### src/rtl/proc_ctrl.sv
// Control FSM for the 4-register processor: fetches IR from DIN and sequences each instruction over T0..T3.
// Latency: mv/mvi/illegal finish in the cycle after fetch; add/sub finish 3 cycles after fetch.
// Backpressure: none. Run is sampled only in T0, and a started instruction always runs to completion unless Reset is asserted.
module proc_ctrl #(
  parameter int CMD_LENGTH = 9,
  parameter int REG_NUM    = 4
) (
  input  logic                  Clock,
  input  logic                  Reset,
  input  logic                  Run,
  input  logic [CMD_LENGTH-1:0] DIN,
  output logic [REG_NUM-1:0]    Rout,
  output logic                  Gout,
  output logic                  DINout,
  output logic [REG_NUM-1:0]    Rin,
  output logic                  Ain,
  output logic                  Gin,
  output logic                  AddSub,
  output logic                  IRin,
  output logic [CMD_LENGTH-1:0] IR,
  output logic                  Done,
  output logic [1:0]            Tstep
);

  typedef enum logic [1:0] {
    T0 = 2'd0,
    T1 = 2'd1,
    T2 = 2'd2,
    T3 = 2'd3
  } step_t;

  step_t                 step;
  logic [CMD_LENGTH-1:0] ir_q;
  logic [2:0]            opcode;
  logic [2:0]            rx;
  logic [2:0]            ry;
  logic                  legal;
  logic                  arith;

  // A register field selects a real register only if it is below REG_NUM.
  function automatic logic reg_ok(input logic [2:0] r);
    return int'(r) < REG_NUM;
  endfunction

  // One-hot select: R0 sits in the MSB, the highest register in bit 0.
  function automatic logic [REG_NUM-1:0] sel(input logic [2:0] r);
    logic [REG_NUM-1:0] s;
    s = '0;
    for (int i = 0; i < REG_NUM; i++) begin
      if (r == 3'(i)) s[REG_NUM-1-i] = 1'b1;
    end
    return s;
  endfunction

  assign opcode = ir_q[CMD_LENGTH-1 -: 3];
  assign rx     = ir_q[CMD_LENGTH-4 -: 3];
  assign ry     = ir_q[CMD_LENGTH-7 -: 3];
  // Opcodes 1xx and out-of-range register fields execute as a NOP.
  assign legal  = ~opcode[2] & reg_ok(rx) & reg_ok(ry);
  // add/sub are the only instructions that use T2 and T3.
  assign arith  = legal & opcode[1];

  assign IR     = ir_q;
  assign Tstep  = step;

  // Step sequencer and instruction register; Reset aborts any instruction in flight.
  always_ff @(posedge Clock) begin
    if (Reset) begin
      step <= T0;
      ir_q <= '0;
    end else begin
      case (step)
        T0: begin
          if (Run) begin
            ir_q <= DIN;
            step <= T1;
          end
        end
        T1: step <= arith ? T2 : T0;
        T2: step <= arith ? T3 : T0;
        T3: step <= T0;
      endcase
    end
  end

  // Control decode from step and IR; DINout is the bus default so exactly one source is always selected.
  always_comb begin
    Rout   = '0;
    Gout   = 1'b0;
    DINout = 1'b0;
    Rin    = '0;
    Ain    = 1'b0;
    Gin    = 1'b0;
    AddSub = 1'b0;
    IRin   = 1'b0;
    Done   = 1'b0;
    case (step)
      T0: begin
        DINout = 1'b1;
        IRin   = Run;
      end
      T1: begin
        if (!legal) begin
          DINout = 1'b1;
          Done   = 1'b1;
        end else begin
          case (opcode[1:0])
            2'b00: begin
              Rout = sel(ry);
              Rin  = sel(rx);
              Done = 1'b1;
            end
            2'b01: begin
              DINout = 1'b1;
              Rin    = sel(rx);
              Done   = 1'b1;
            end
            default: begin
              Rout = sel(rx);
              Ain  = 1'b1;
            end
          endcase
        end
      end
      T2: begin
        if (arith) begin
          Rout   = sel(ry);
          Gin    = 1'b1;
          AddSub = opcode[0];
        end else begin
          DINout = 1'b1;
        end
      end
      T3: begin
        if (arith) begin
          Gout   = 1'b1;
          Rin    = sel(rx);
          AddSub = opcode[0];
          Done   = 1'b1;
        end else begin
          DINout = 1'b1;
        end
      end
    endcase
  end

endmodule

### config.mk
export PLATFORM = sky130hd
export DESIGN_NAME = proc_ctrl
export DESIGN_NICKNAME = d
export VERILOG_FILES = /design/src/rtl/proc_ctrl.sv
export SDC_FILE = /design/constraint.sdc
export NUM_CORES = 1
export LEC_CHECK = 0
export ABC_AREA = 0
export BUFFER_PORTS_ARGS = -buffer_cell sky130_fd_sc_hd__buf_2
export CELL_PAD_IN_SITES_DETAIL_PLACEMENT = 1
export CELL_PAD_IN_SITES_GLOBAL_PLACEMENT = 1
export CORE_ASPECT_RATIO = 1.75
export CORE_UTILIZATION = 32
export DETAILED_ROUTE_END_ITERATION = 7
export PLACE_DENSITY_LB_ADDON = 0.1
export SETUP_SLACK_MARGIN = 0.4
export SKIP_LAST_GASP = 1
export SLEW_MARGIN = 20
export SYNTH_ARGS = -nofsm -noshare
export SYNTH_HDL_FRONTEND = slang
export SYNTH_SLANG_ARGS = --single-unit
### constraint.sdc
create_clock -name Clock -period 1.9 [get_ports Clock]
set_input_delay 0.19 -clock Clock [delete_from_list [all_inputs] [get_ports Clock]]
set_output_delay 0.19 -clock Clock [all_outputs]
set_load 0.05 [all_outputs]
==> results.py <==
metrics = {
    "outcome": {
        "status": "finished with violations",
        "violations": "negative setup slack",
    },
    "yosys": {
        "synth_ff_type": "dfxtp_1",
        "synth_area_um2": 740.7,
        "synth_cell_types": 31,
        "synth_edf_count": 0,
        "synth_area_leader_cell": "dfxtp_1",
        "synth.top_cells.by_area": "dfxtp_1 (30%), nand2_1 (12%), ha_1 (8.4%)",
        "synthArstFlopShare": 0,
        "synth.area.mux_share": 0.01520,
        "synth-seq-cells": 11,
        "syn_inst": 95,
        "synth-warning-count": 0,
        "synth_top_area_share": 0.2973,
        "synth-xor-area-share": 0,
        "synthAdderAreaFrac": 0.08446,
        "synth-compound-area-share": 0.1993,
        "synth_top_family_by_area": "simple AND/OR/NAND/NOR gates",
        "synth.net_count": 112,
        "syn_area_per_cell_um2": 7.797,
        "ys_seq_area_frac": 0.2973,
        "synth.most_common_cell": "nand2_1",
        "yosys-top-cells-count": "nand2_1 (24), a21oi_1 (11), dfxtp_1 (11)",
        "synth-simple-area-share": 0.3666,
    },
    "detailed_routing": {
        "wl_mm": 3.326,
        "via_count": 934,
        "avgRoutedWirePerCell_um": 19.34,
        "first_iter_violations": 20,
        "drc": 0,
        "vias_per_cell": 5.430,
        "ant_nets": 0,
        "firstDrtPassIters": 4,
    },
    "cells_and_area": {
        "final_area_mm2": 0.001514,
        "n_fill_cell": 224,
        "syn2layout_area_growth_pct": 104.4,
        "seq_area_um2": 242.7,
        "diodes": 0,
        "nNetsFinal": 166,
        "drive_above_1_share": 0.6892,
        "multiInputGateArea_um2": 748.2,
    },
    "timing": {
        "hold_violations": 0,
        "worst_slew_pin_slew_ns": 0.4098,
        "period_share": 1.045,
        "fin_setup_tns_ns": -0.2787,
        "period_needed_ns": 1.985,
        "fin_skew_ns": 0.002317,
        "hold_ws_ns": 0.1380,
        "relSlewSlack": 0.7264,
        "finalSetupViolCount": 5,
        "drv_slew": 0,
        "rsz0062_at_grt": "yes",
        "fin_ws_ns": -0.08501,
        "fmax_mhz": 503.8,
    },
    "power": {
        "p_switching_uw": 364.3,
        "p_sw_frac": 0.4329,
        "irDropWorstVdd_mv": 0.3763,
        "pwr_density_cell_mw_per_mm2": 556.0,
        "p_leak_uw": 0.0006130,
        "totalPowerFinal_uw": 841.7,
        "p_seq_frac": 0.334,
        "combinationalPowerShare": 0.467,
        "intPower_uw": 477.4,
        "p_clk_frac": 0.199,
    },
    "global_routing": {
        "use_met2": 0.5191,
        "gr-usage-all-layers": 0.2571,
        "met3_usage": 0.03041,
        "antenna_found_initial": 0,
        "grtUsageMet1": 0.2220,
        "grt.busiest_layer": "met2",
        "grt.overflow.total": 0,
        "grt_pass1_vias": 991,
        "grt_pass1_wl_mm": 4.519,
        "grt_max_degree": 13,
    },
    "clocking": {
        "cts_made_buffers": 3,
        "htree_levels": 1,
        "tritoncts": "yes",
        "cts_root_buf": "clkbuf_4",
        "clk-insertion-delay-late_ns": 0.28,
        "path_clk_slew_ns": 0.07,
        "clockBufferDepth": 2,
        "cts_sinks": 11,
    },
    "critical_path": {
        "startpoint": "Tstep[1]",
        "rr_worst_depth": 6,
        "rr_startpoint": "Tstep[1]",
        "r2r_slack_ns": 0.36,
        "worstPathArrival_ns": 1.80,
        "critPathMaxFanout": 6,
        "worst_setup_path_start_kind": "flip-flop",
        "path_class": "reg2out",
        "required_ns": 1.71,
        "cp-end-kind": "primary output",
        "reg2reg_to": "Tstep[0]",
    },
    "place": {
        "placed_area_mm2": 0.001130,
        "place_congestion": 0.7264,
        "dp_hpwl_mm": 1.923,
        "port_buffers": 37,
        "pre_cts_ws_ns": -0.0002369,
    },
    "floorplanning": {
        "initial_core_util": 0.3450,
        "die_h_um": 65.65,
        "core_mm2": 0.002147,
        "pin_count": 38,
        "die_w_um": 38.37,
        "placementRows": 22,
        "die-area_mm2": 0.002519,
    },
    "hold_path": {
        "hold_start": "DIN[3]",
        "whs_path_depth": 3,
        "hp-class": "in2reg",
        "hold_path_end": "IR[3]",
    },
    "run": {
        "max-cap-violations": 0,
    },
}
sequential cells by signal, summed over array words and instances (netlist names):
name	cells
Tstep	2
IR	9
worst max-delay path by stage:
stage / endpoint / slack, ns / depth (start not counted)
detailed placement: Rout[3] / -0.0002 / 6
global route: Rout[1] / -0.14 / 7
CTS: Rout[1] / -0.05 / 7
floorplan: Rout[3] / 0.07 / 5
global placement: Rout[3] / 0.06 / 6
finish: Rout[1] / -0.09 / 7
power groups by stage:
stage | clock network [uW] | logic (uW) | registers, uW
2_1_floorplan | 0 | 184 | 327
3_3_place_gp | 0 | 301 | 281
3_5_place_dp | 0 | 308 | 283
4_1_cts | 171 | 361 | 279
5_1_grt | 180 | 414 | 284
6_report | 167 | 393 | 281
cell usage in the layout, fill, tap and decap left out, types with 4 or more instances in the layout:
master   instances
ha_4             4
buf_2           22
o22ai_4          4
dfxtp_4          5
a21oi_1         10
nand2_1         21
buf_6           15
buf_8            5
buf_4            9
routing by layer:
metal / wire, um / part of all wire / up-vias
met5: 0 / 0 / -
met4: 142 / 0.043 / 0
met3: 141 / 0.042 / 15
met2: 1958 / 0.59 / 42
met1: 1084 / 0.33 / 437
li1: - / - / 440
final cells by class:
| type | instances | share of cell area |
|---|---|---|
| Multi-Input combinational cell | 77 | 0.4942 |
| Timing Repair Buffer | 52 | 0.2917 |
| Sequential cell | 11 | 0.1603 |
| Tap cell | 24 | 0.01983 |
| Clock buffer | 4 | 0.01736 |
| Inverter | 4 | 0.01653 |
critical path: stages, from the launching register on:
cell	delay [ns]
dfxtp_4	0.38
inv_4	0.05
ha_4	0.25
nor4b_4	0.18
buf_6	0.18
nand3_2	0.10
o22ai_4	0.19
buf_6	0.18
metrics by stage:
| step | cells | utilization |
|---|---|---|
| after CTS | 167 | 0.6457 |
| after global placement | 157 | 0.5262 |
| final | 172 | 0.7051 |
| after detailed placement | 157 | 0.5262 |
| after floorplan | 95 | - |
| after global routing | 172 | 0.7051 |
cell families after synthesis:
family | after synthesis
fa+ha+maj | 5
flops | 11
compound gates | 23
buf+inv | 7
mux | 1
simple gates | 48
what timing repair did:
item / CTS / global route
hold buffers: 0 / 0
buffers inserted: 6 / 5
pin swaps: 8 / 6
resized for setup: 49 / 17
setup endpoints to repair: 15 / 15
cloned: 0 / 0
(Power assumes the default switching activity.)
